## config.mk

```make
export PLATFORM = sky130hd
export DESIGN_NAME = u_mem_arb
export DESIGN_NICKNAME = d
export VERILOG_FILES = /design/src/rtl/u_mem_arb_pkg.sv /design/src/rtl/u_mem_arb_owner_fifo.sv /design/src/rtl/u_mem_arb.sv
export SDC_FILE = /design/constraint.sdc
export NUM_CORES = 1
export LEC_CHECK = 0
export CAP_MARGIN = 20
export CORE_AREA = 2 2 112 114
export CTS_CLUSTER_DIAMETER = 120
export DETAILED_ROUTE_END_ITERATION = 12
export DIE_AREA = 0 0 114 116
export HOLD_SLACK_MARGIN = 0.05
export PLACE_DENSITY = 0.58
export SYNTH_ARGS = -nofsm -noshare
export SYNTH_HDL_FRONTEND = slang
export SYNTH_SLANG_ARGS = --single-unit
```

## constraint.sdc

```tcl
create_clock -name clk -period 2.1 [get_ports clk]
set_input_delay 0.42 -clock clk [delete_from_list [all_inputs] [get_ports clk]]
set_output_delay 0.42 -clock clk [all_outputs]
set_load 0.02 [all_outputs]
```

## src/rtl/u_mem_arb_pkg.sv

```systemverilog
// Shared types for the memory arbiter: transaction owner and the per-transaction
// tag kept in the in-order owner FIFO.
package riscv_pkg;

   typedef enum logic {OWN_IFU = 1'b0, OWN_LSU = 1'b1} mem_owner_e;

   typedef struct packed {
      mem_owner_e own;
      logic       kill;
   } mem_tag_t;

   localparam logic [3:0] IFU_RE = 4'hF;

endpackage

```

## src/rtl/u_mem_arb_owner_fifo.sv

```systemverilog
// In-order FIFO of owner tags for accepted-but-unanswered memory transactions.
// kill_ifu marks every IFU tag stale; a tag pushed in the same cycle stays live.
module u_owner_fifo
   import riscv_pkg::*;
#(
   parameter int MAX_OUTS = 2
) (
   input  logic                             clk,
   input  logic                             rstn,
   input  logic                             push,
   input  mem_tag_t                         push_tag,
   input  logic                             pop,
   input  logic                             kill_ifu,
   output mem_tag_t                         head,
   output logic [$clog2(MAX_OUTS+1)-1:0]    cnt
);

   localparam int PW = (MAX_OUTS > 1) ? $clog2(MAX_OUTS) : 1;
   localparam int CW = $clog2(MAX_OUTS + 1);

   mem_tag_t        tags [MAX_OUTS];
   logic [PW-1:0]   wr_ptr;
   logic [PW-1:0]   rd_ptr;

   function automatic logic [PW-1:0] ptr_inc(input logic [PW-1:0] p);
      return (p == PW'(MAX_OUTS - 1)) ? '0 : p + 1'b1;
   endfunction

   // Entries outside the occupied window may also get kill set; a push overwrites them.
   always_ff @(posedge clk) begin
      for (int i = 0; i < MAX_OUTS; i++) begin
         if (kill_ifu && tags[i].own == OWN_IFU) tags[i].kill <= 1'b1;
      end
      if (push) tags[wr_ptr] <= push_tag;
   end

   always_ff @(posedge clk or negedge rstn) begin
      if (!rstn) begin
         wr_ptr <= '0;
         rd_ptr <= '0;
         cnt    <= '0;
      end else begin
         if (push) wr_ptr <= ptr_inc(wr_ptr);
         if (pop)  rd_ptr <= ptr_inc(rd_ptr);
         case ({push, pop})
            2'b10:   cnt <= cnt + CW'(1);
            2'b01:   cnt <= cnt - CW'(1);
            default: cnt <= cnt;
         endcase
      end
   end

   assign head = tags[rd_ptr];

endmodule

```

## src/rtl/u_mem_arb.sv

```systemverilog
// Arbitrates the single-port memory bus between IFU fetches and LSU loads/stores,
// tracks outstanding transactions in order and routes responses back to their owner.
module u_mem_arb
   import riscv_pkg::*;
#(
   parameter int MAX_OUTS   = 2,
   parameter int STARVE_LIM = 4
) (
   input  logic        clk,
   input  logic        rstn,
   input  logic        ifu_req,
   input  logic [31:0] ifu_adr,
   output logic        ifu_gnt,
   input  logic        ifu_flush,
   output logic        ifu_vld,
   output logic [31:0] ifu_rd,
   input  logic        lsu_req,
   input  logic [31:0] lsu_a,
   input  logic [3:0]  lsu_we,
   input  logic [31:0] lsu_wd,
   input  logic [3:0]  lsu_re,
   output logic        lsu_gnt,
   output logic        lsu_vld,
   output logic [31:0] lsu_rd,
   output logic        mem_req,
   output logic [31:0] mem_a,
   output logic [3:0]  mem_we,
   output logic [31:0] mem_wd,
   output logic [3:0]  mem_re,
   input  logic        mem_gnt,
   input  logic        mem_rvld,
   input  logic [31:0] mem_rd
);

   localparam int CW = $clog2(MAX_OUTS + 1);
   localparam int SW = $clog2(STARVE_LIM + 1);

   logic [CW-1:0] cnt;
   mem_tag_t      head;
   logic          full;
   logic          empty;
   logic          sel_ifu;
   logic          sel_lsu;
   logic          push;
   logic          pop;
   logic          lock_q;
   mem_owner_e    lock_own_q;
   logic [SW-1:0] starve_q;

   assign full  = (cnt == CW'(MAX_OUTS));
   assign empty = (cnt == '0);

   // A stalled request keeps the bus until granted, so a late IFU cannot cut in.
   always_comb begin
      sel_ifu = 1'b0;
      sel_lsu = 1'b0;
      if (!full) begin
         if (lock_q) begin
            if (lock_own_q == OWN_LSU) sel_lsu = 1'b1;
            else                       sel_ifu = 1'b1;
         end else if (lsu_req && !(ifu_req && starve_q == SW'(STARVE_LIM))) begin
            sel_lsu = 1'b1;
         end else if (ifu_req) begin
            sel_ifu = 1'b1;
         end
      end
   end

   always_comb begin
      mem_req = sel_ifu | sel_lsu;
      mem_a   = '0;
      mem_we  = '0;
      mem_wd  = '0;
      mem_re  = '0;
      if (sel_lsu) begin
         mem_a  = lsu_a;
         mem_we = lsu_we;
         mem_wd = lsu_wd;
         mem_re = lsu_re;
      end else if (sel_ifu) begin
         mem_a  = ifu_adr;
         mem_re = IFU_RE;
      end
   end

   assign ifu_gnt = sel_ifu & mem_gnt;
   assign lsu_gnt = sel_lsu & mem_gnt;
   assign push    = mem_req & mem_gnt;
   assign pop     = mem_rvld & !empty;

   always_ff @(posedge clk or negedge rstn) begin
      if (!rstn) begin
         lock_q     <= 1'b0;
         lock_own_q <= OWN_IFU;
         starve_q   <= '0;
      end else begin
         if (mem_req) begin
            lock_q     <= !mem_gnt;
            lock_own_q <= sel_lsu ? OWN_LSU : OWN_IFU;
         end
         if (!ifu_req || ifu_gnt)                 starve_q <= '0;
         else if (starve_q != SW'(STARVE_LIM))    starve_q <= starve_q + 1'b1;
      end
   end

   u_owner_fifo #(.MAX_OUTS(MAX_OUTS)) u_fifo (
      .clk      (clk),
      .rstn     (rstn),
      .push     (push),
      .push_tag ('{own: (sel_lsu ? OWN_LSU : OWN_IFU), kill: 1'b0}),
      .pop      (pop),
      .kill_ifu (ifu_flush),
      .head     (head),
      .cnt      (cnt)
   );

   // A flush also covers the fetch whose response is returning right now.
   always_comb begin
      lsu_vld = pop && head.own == OWN_LSU;
      ifu_vld = pop && head.own == OWN_IFU && !head.kill && !ifu_flush;
      lsu_rd  = lsu_vld ? mem_rd : '0;
      ifu_rd  = ifu_vld ? mem_rd : '0;
   end

`ifndef SYNTHESIS
   a_stray_rvld: assert property (@(posedge clk) disable iff (!rstn) !(mem_rvld && empty))
      else $warning("u_mem_arb: mem_rvld with no outstanding transaction");
`endif

endmodule

```

* Word-level counts from Yosys, hierarchy flattened
Memory sizes are Yosys's and may differ from the RTL's.
Index checks and enable logic that the tools add are counted.
Widths: inputs -> output; s select.
** Word-level totals
- Register bits :: 9
- Input bits :: 143
- Memory bits (writable) :: 4
- Memories :: 1
** Cells by class
- Bitwise gates (word level) :: 8
- Muxes and demuxes :: 29
- Eq/ne operators :: 5
- $add $sub $neg :: 5
- Reductions and logical operators :: 18
** Memory list
- u_fifo.tags :: depth 2, bits a word 2, read ports 3, clocked after Yosys merged registers in 0, wr ports 3, RTL line u_mem_arb_owner_fifo.sv:21 : mem_tag_t tags [MAX_OUTS];
** Operators with widths (number)
- $mux 32 :: 5
- $mux 1 :: 18
- $mux 4 :: 3
- $logic_and 1x1->1 :: 8
- $logic_not 1->1 :: 6
- $mux 3 :: 2
- $and 1x1->1 :: 4
- $eq 2x2->1 const B :: 2
- $pmux 2 s2 :: 1
- $reduce_bool 2->1 :: 2
- $add 3x1->3 const B :: 1
- $eq 3x3->1 const B :: 1
- $ne 3x3->1 const B :: 1
- $not 1->1 :: 3
- $add 1x1->1 const B :: 2
- $add 2x1->2 const B :: 1
- $eq 2x1->1 const B :: 1
- $logic_not 2->1 :: 1
- $sub 2x1->2 const B :: 1
- $logic_or 1x1->1 :: 1
- $or 1x1->1 :: 1

* Longest topological paths before layout
- Depth in word-level cells :: 11
- Gate-level depth with buffers :: 8
- Depth with buffers taken out :: 6

* Hierarchy
From an unflattened synthesis, not the netlist that was laid out.
** Second synthesis, totals
- Cells, all modules :: 300
- Area total of the unflattened synthesis :: 2163.3 um^2
** Modules (own cells, without submodules)
- u_mem_arb :: area an instance 1828.0 um^2, times used 1, seq. area each 125.1 um^2, cells each 270
- u_owner_fifo :: area an instance 335.3 um^2, times used 1, seq. area each 200.2 um^2, cells each 30

* Worst setup path after synthesis
No wires, ideal clock.
- Path type :: flip-flop to output port
- Start point :: register starve_q[0]
- End point :: output port mem_a[10]
- Data arrival time :: 1709 ps
- Stages on the path, launching flop included :: 7
- Slack :: -29 ps
- Cell sequence :: dfrtp_1 inv_1 ha_1 and4b_1 nor2_4 buf_6 mux2i_1
** Between the ends
- Word-level cells in the longest chain between the ends :: 9
** Ends and longest elaborated chain
- from (decl) :: RTL line u_mem_arb.sv:48 : logic [SW-1:0] starve_q;
- from (signal assigned) :: RTL line u_mem_arb.sv:102 : else if (starve_q != SW'(STARVE_LIM)) starve_q <= starve_q + 1'b1;
- $eq 3x3->1 (*) :: RTL line u_mem_arb.sv:61 : end else if (lsu_req && !(ifu_req && starve_q == SW'(STARVE_LIM))) begin
- $logic_and 1x1->1 (*) :: RTL line u_mem_arb.sv:61
- $logic_not 1->1 (*) :: RTL line u_mem_arb.sv:61
- $logic_and 1x1->1 (*) :: RTL line u_mem_arb.sv:61
- $mux 1 :: RTL line u_mem_arb.sv:61
- $mux 1 :: RTL line u_mem_arb.sv:58 : if (lock_q) begin
- $mux 1 :: RTL line u_mem_arb.sv:57 : if (!full) begin
- $mux 32 :: RTL line u_mem_arb.sv:80 : end else if (sel_ifu) begin
- $mux 32 (*) :: RTL line u_mem_arb.sv:75 : if (sel_lsu) begin
- to (decl) :: RTL line u_mem_arb.sv:26 : output logic [31:0] mem_a,
Mark *: on every way between the ends. The rest lies on a longest branch, timed or not.

* Final worst setup path
- Start point :: register starve_q[1]
- End point :: output port mem_wd[7]
** Between the ends
- Word-level cells in the longest chain between the ends :: 8
** Ends and longest elaborated chain
- $eq 3x3->1 :: RTL line u_mem_arb.sv:61
- $logic_and 1x1->1 :: RTL line u_mem_arb.sv:61
- $logic_not 1->1 :: RTL line u_mem_arb.sv:61
- $logic_and 1x1->1 :: RTL line u_mem_arb.sv:61
- $mux 1 :: RTL line u_mem_arb.sv:61
- $mux 1 :: RTL line u_mem_arb.sv:58
- $mux 1 :: RTL line u_mem_arb.sv:57
- $mux 32 :: RTL line u_mem_arb.sv:75
- to (decl) :: RTL line u_mem_arb.sv:28 : output logic [31:0] mem_wd,
Every way passes these cells.

==> results.ini <==
[outcome]
outcome = complete, but fails checks
failed_checks = setup timing

[sta]
fin_skew_ps = 4.50
tns_ps = -17660
setup_slack_ps = -267
max_freq_mhz = 422
final_max_slew_viol_count = 0
hold_violations = 0
rsz0062_at_grt = yes
final.period_utilization_pct = 113
setup_viol = 103
maxSlewHeadroom_pct = 69.8
worst_slew_pin_slew_ps = 451
fin_crit_ps = 2370

[grt]
grt_max_degree = 39
grt_pass1_vias = 3267
overflow = 0
grtUsageTotal_pct = 16.0
grt_pass1_wl_um = 17100
antenna_found_initial = 0

[setup_path]
cp-end-kind = output port
timing.rr.start = starve_q[1]
critical_path_arrival_ps = 1950
crit_type = flip-flop to output port
cp_max_fo = 5
crit_slowest_cell = dfrtp_1
crit_path_max_incr_delay_ps = 360
cp.required_ps = 1680
worstPathCellList = inv_2 > ha_4 > and4b_2 > nor3_4 > buf_6 > buf_16 > buf_12 > and2_4 > buf_6
rrSetupSlack_ps = 410
reg2regPathDepth = 8
reg2reg_to = starve_q[0]
crit_path_start_kind = flip-flop
cpMostUsedCell = buf_6
startpoint = starve_q[1]
crit_path_end = mem_wd[7]

[power]
pwr-share-clk_pct = 4.7
power_frac_comb_pct = 88.9
p_switching_mw = 3.28
ir_worst_vdd_mv = 0.690
cellPowerDensity_nw_per_um2 = 1240
p_int_mw = 4.31
power.leakage_nw = 2.96
pwr-share-seq_pct = 6.3
p_sw_share_pct = 43.2

[clock_network]
clk_pin_slew_worst_paths_ps = 50
htreeDepth = 1
cts_root_buf = clkbuf_16
holdBufCountCts = 0
cts_buffers = 3
clk_path_buf_depth = 2
clock_latency_ps = 240
clock_sinks = 13
cts_tree = done

[cells_and_area]
nNetsFinal = 760
area_growth_pct = 187
fin_cells = 760
drive_above_1_share_pct = 50.7
num_antenna_cells = 0

[placed_design]
numPortBuffers = 283
dp_cells = 728
hpwl_um = 8600
place_congestion = 0.828

[logic_synthesis]
yosys-top-cells-area = and2_1, mux2i_1, dfrtp_1
synth_edf_count = 2
syn_area_um2 = 2130
syn_inst = 291
yosysTopAreaCellShare_pct = 29.4
syn_nets = 437
synth_cell_type_count = 38
ys_warn_count = 0
synth_flop_cell = dfrtp_1
syn_area_per_cell_um2 = 7.31
seq_area_frac_synth_pct = 15.3
yosysMostFrequentCell = and2_1
synth_top_cell_by_area = and2_1
synth_common_cells = and2_1, nand2_1, mux2i_1
synth-async-reset-ratio_pct = 69.2
ys_seq_elements = 13

[floorplan]
fp.coreArea_um2 = 11900
die_area_um2 = 13200
io_pins = 284
die_x_um = 114
start_util_pct = 17.9
rows = 40
die_h_um = 116

[worst_hold_path]
hold_path.class = flip-flop to flip-flop
hold_depth = 1

[route]
routed_via_density = 4.31
drt-total-wl_um = 12100
firstDrtPassIters = 4
vias = 3275
remaining_drc_errors = 0
drt_iter0_drc = 89
ant_nets = 0
avgRoutedWirePerCell_um = 15.9

[job]
max_cap_viol_count = 0

-- cell usage in the layout, fill, tap and decap left out, types with 3 or more instances in the layout --
| master | instances |
|---|---|
| nand3_1 | 33 |
| o21a_1 | 4 |
| clkbuf_16 | 7 |
| clkdlybuf4s50_1 | 139 |
| buf_16 | 4 |
| and2_4 | 87 |
| nor2b_1 | 3 |
| mux2i_2 | 3 |
| mux2i_1 | 30 |
| buf_6 | 106 |
| nand2_1 | 36 |
| dfrtp_1 | 9 |
| and2_1 | 13 |
| nor2_1 | 7 |
| dlygate4sd2_1 | 4 |
| buf_12 | 10 |
| buf_2 | 12 |
| buf_4 | 62 |
| xnor2_1 | 5 |
-- flip-flops by register name (all words and copies together) (netlist names) --
register       flops
u_fifo.tags        4
starve_q           3
u_fifo.cnt         2
lock_own_q         1
lock_q             1
u_fifo.rd_ptr      1
u_fifo.wr_ptr      1
-- how the worst min path moves through the flow --
stage                            from           endpoint  slack (ps)
floorplan                        rstn         lock_own_q         120
global placement    u_fifo.tags[0][0]  u_fifo.tags[0][0]         460
detailed placement  u_fifo.tags[0][0]  u_fifo.tags[0][0]         480
CTS                 u_fifo.tags[0][0]  u_fifo.tags[0][0]         490
global route        u_fifo.tags[0][0]  u_fifo.tags[0][0]         520
finish              u_fifo.tags[0][0]  u_fifo.tags[0][0]         480
-- power by group through the flow --
stage	Combinational, mW	Clock [mW]	Sequential (mW)
6_report	6.75	0.359	0.481
5_1_grt	7.17	0.385	0.496
4_1_cts	6.53	0.373	0.477
3_5_place_dp	5.47	0	0.475
3_3_place_gp	5.45	0	0.469
2_1_floorplan	2.90	0	0.458
-- layout make-up --
cell class | instances | area [um2]
flip-flops and latches | 13 | 325
repair buffers | 343 | 3580
well taps | 147 | 184
fillers | 1142 | 5810
inverters | 4 | 15.0
multi-input cells | 249 | 1920
clock buffers | 4 | 78.8
-- metrics by stage --
stage | cell area (um2) | setup slack [ps] | utilization [%] | hold slack [ps] | total power [mW]
global placement | 5330 | -746 | 44.7 | 459 | 5.92
CTS | 5710 | -232 | 47.9 | 490 | 7.38
floorplan | 2130 | -29.3 | - | 124 | 3.36
detailed placement | 5330 | -759 | 44.7 | 475 | 5.94
global route | 6100 | -327 | 51.2 | 521 | 8.05
finish | 6100 | -267 | 51.2 | 482 | 7.59
-- kinds of logic after synthesis --
group | Yosys count | synth area share [%]
AOI/OAI and AO/OA | 12 | 4.59
buffers and inverters | 29 | 7.47
xor gates and xnor gates | 6 | 2.47
DFF | 13 | 15.3
and+or+nand+nor | 191 | 50.6
muxes | 37 | 17.8
adders and majority gates | 3 | 1.76
-- worst max-delay path, delay by kind of cell, from the launching register on --
kind | cells | cell delay [ps]
simple gates | 3 | 630
flops | 1 | 360
buf+inv | 5 | 550
fa+ha+maj | 1 | 150
-- layer usage --
layer	GRT usage (%)	part of all wire, %	up-vias
met2	31.6	54	167
met5	0	0	-
met3	3.29	7.7	6
met1	17.9	37	1496
li1	-	-	1606
met4	2.20	0.61	0
-- repair_timing --
action,in CTS,in global routing
setup endpoints to repair,141,134
setup buffers,18,5
pin swaps,31,42
gates cloned,8,5
gates resized for setup,767,146
No activity file was read; power rests on OpenSTA's default activity.
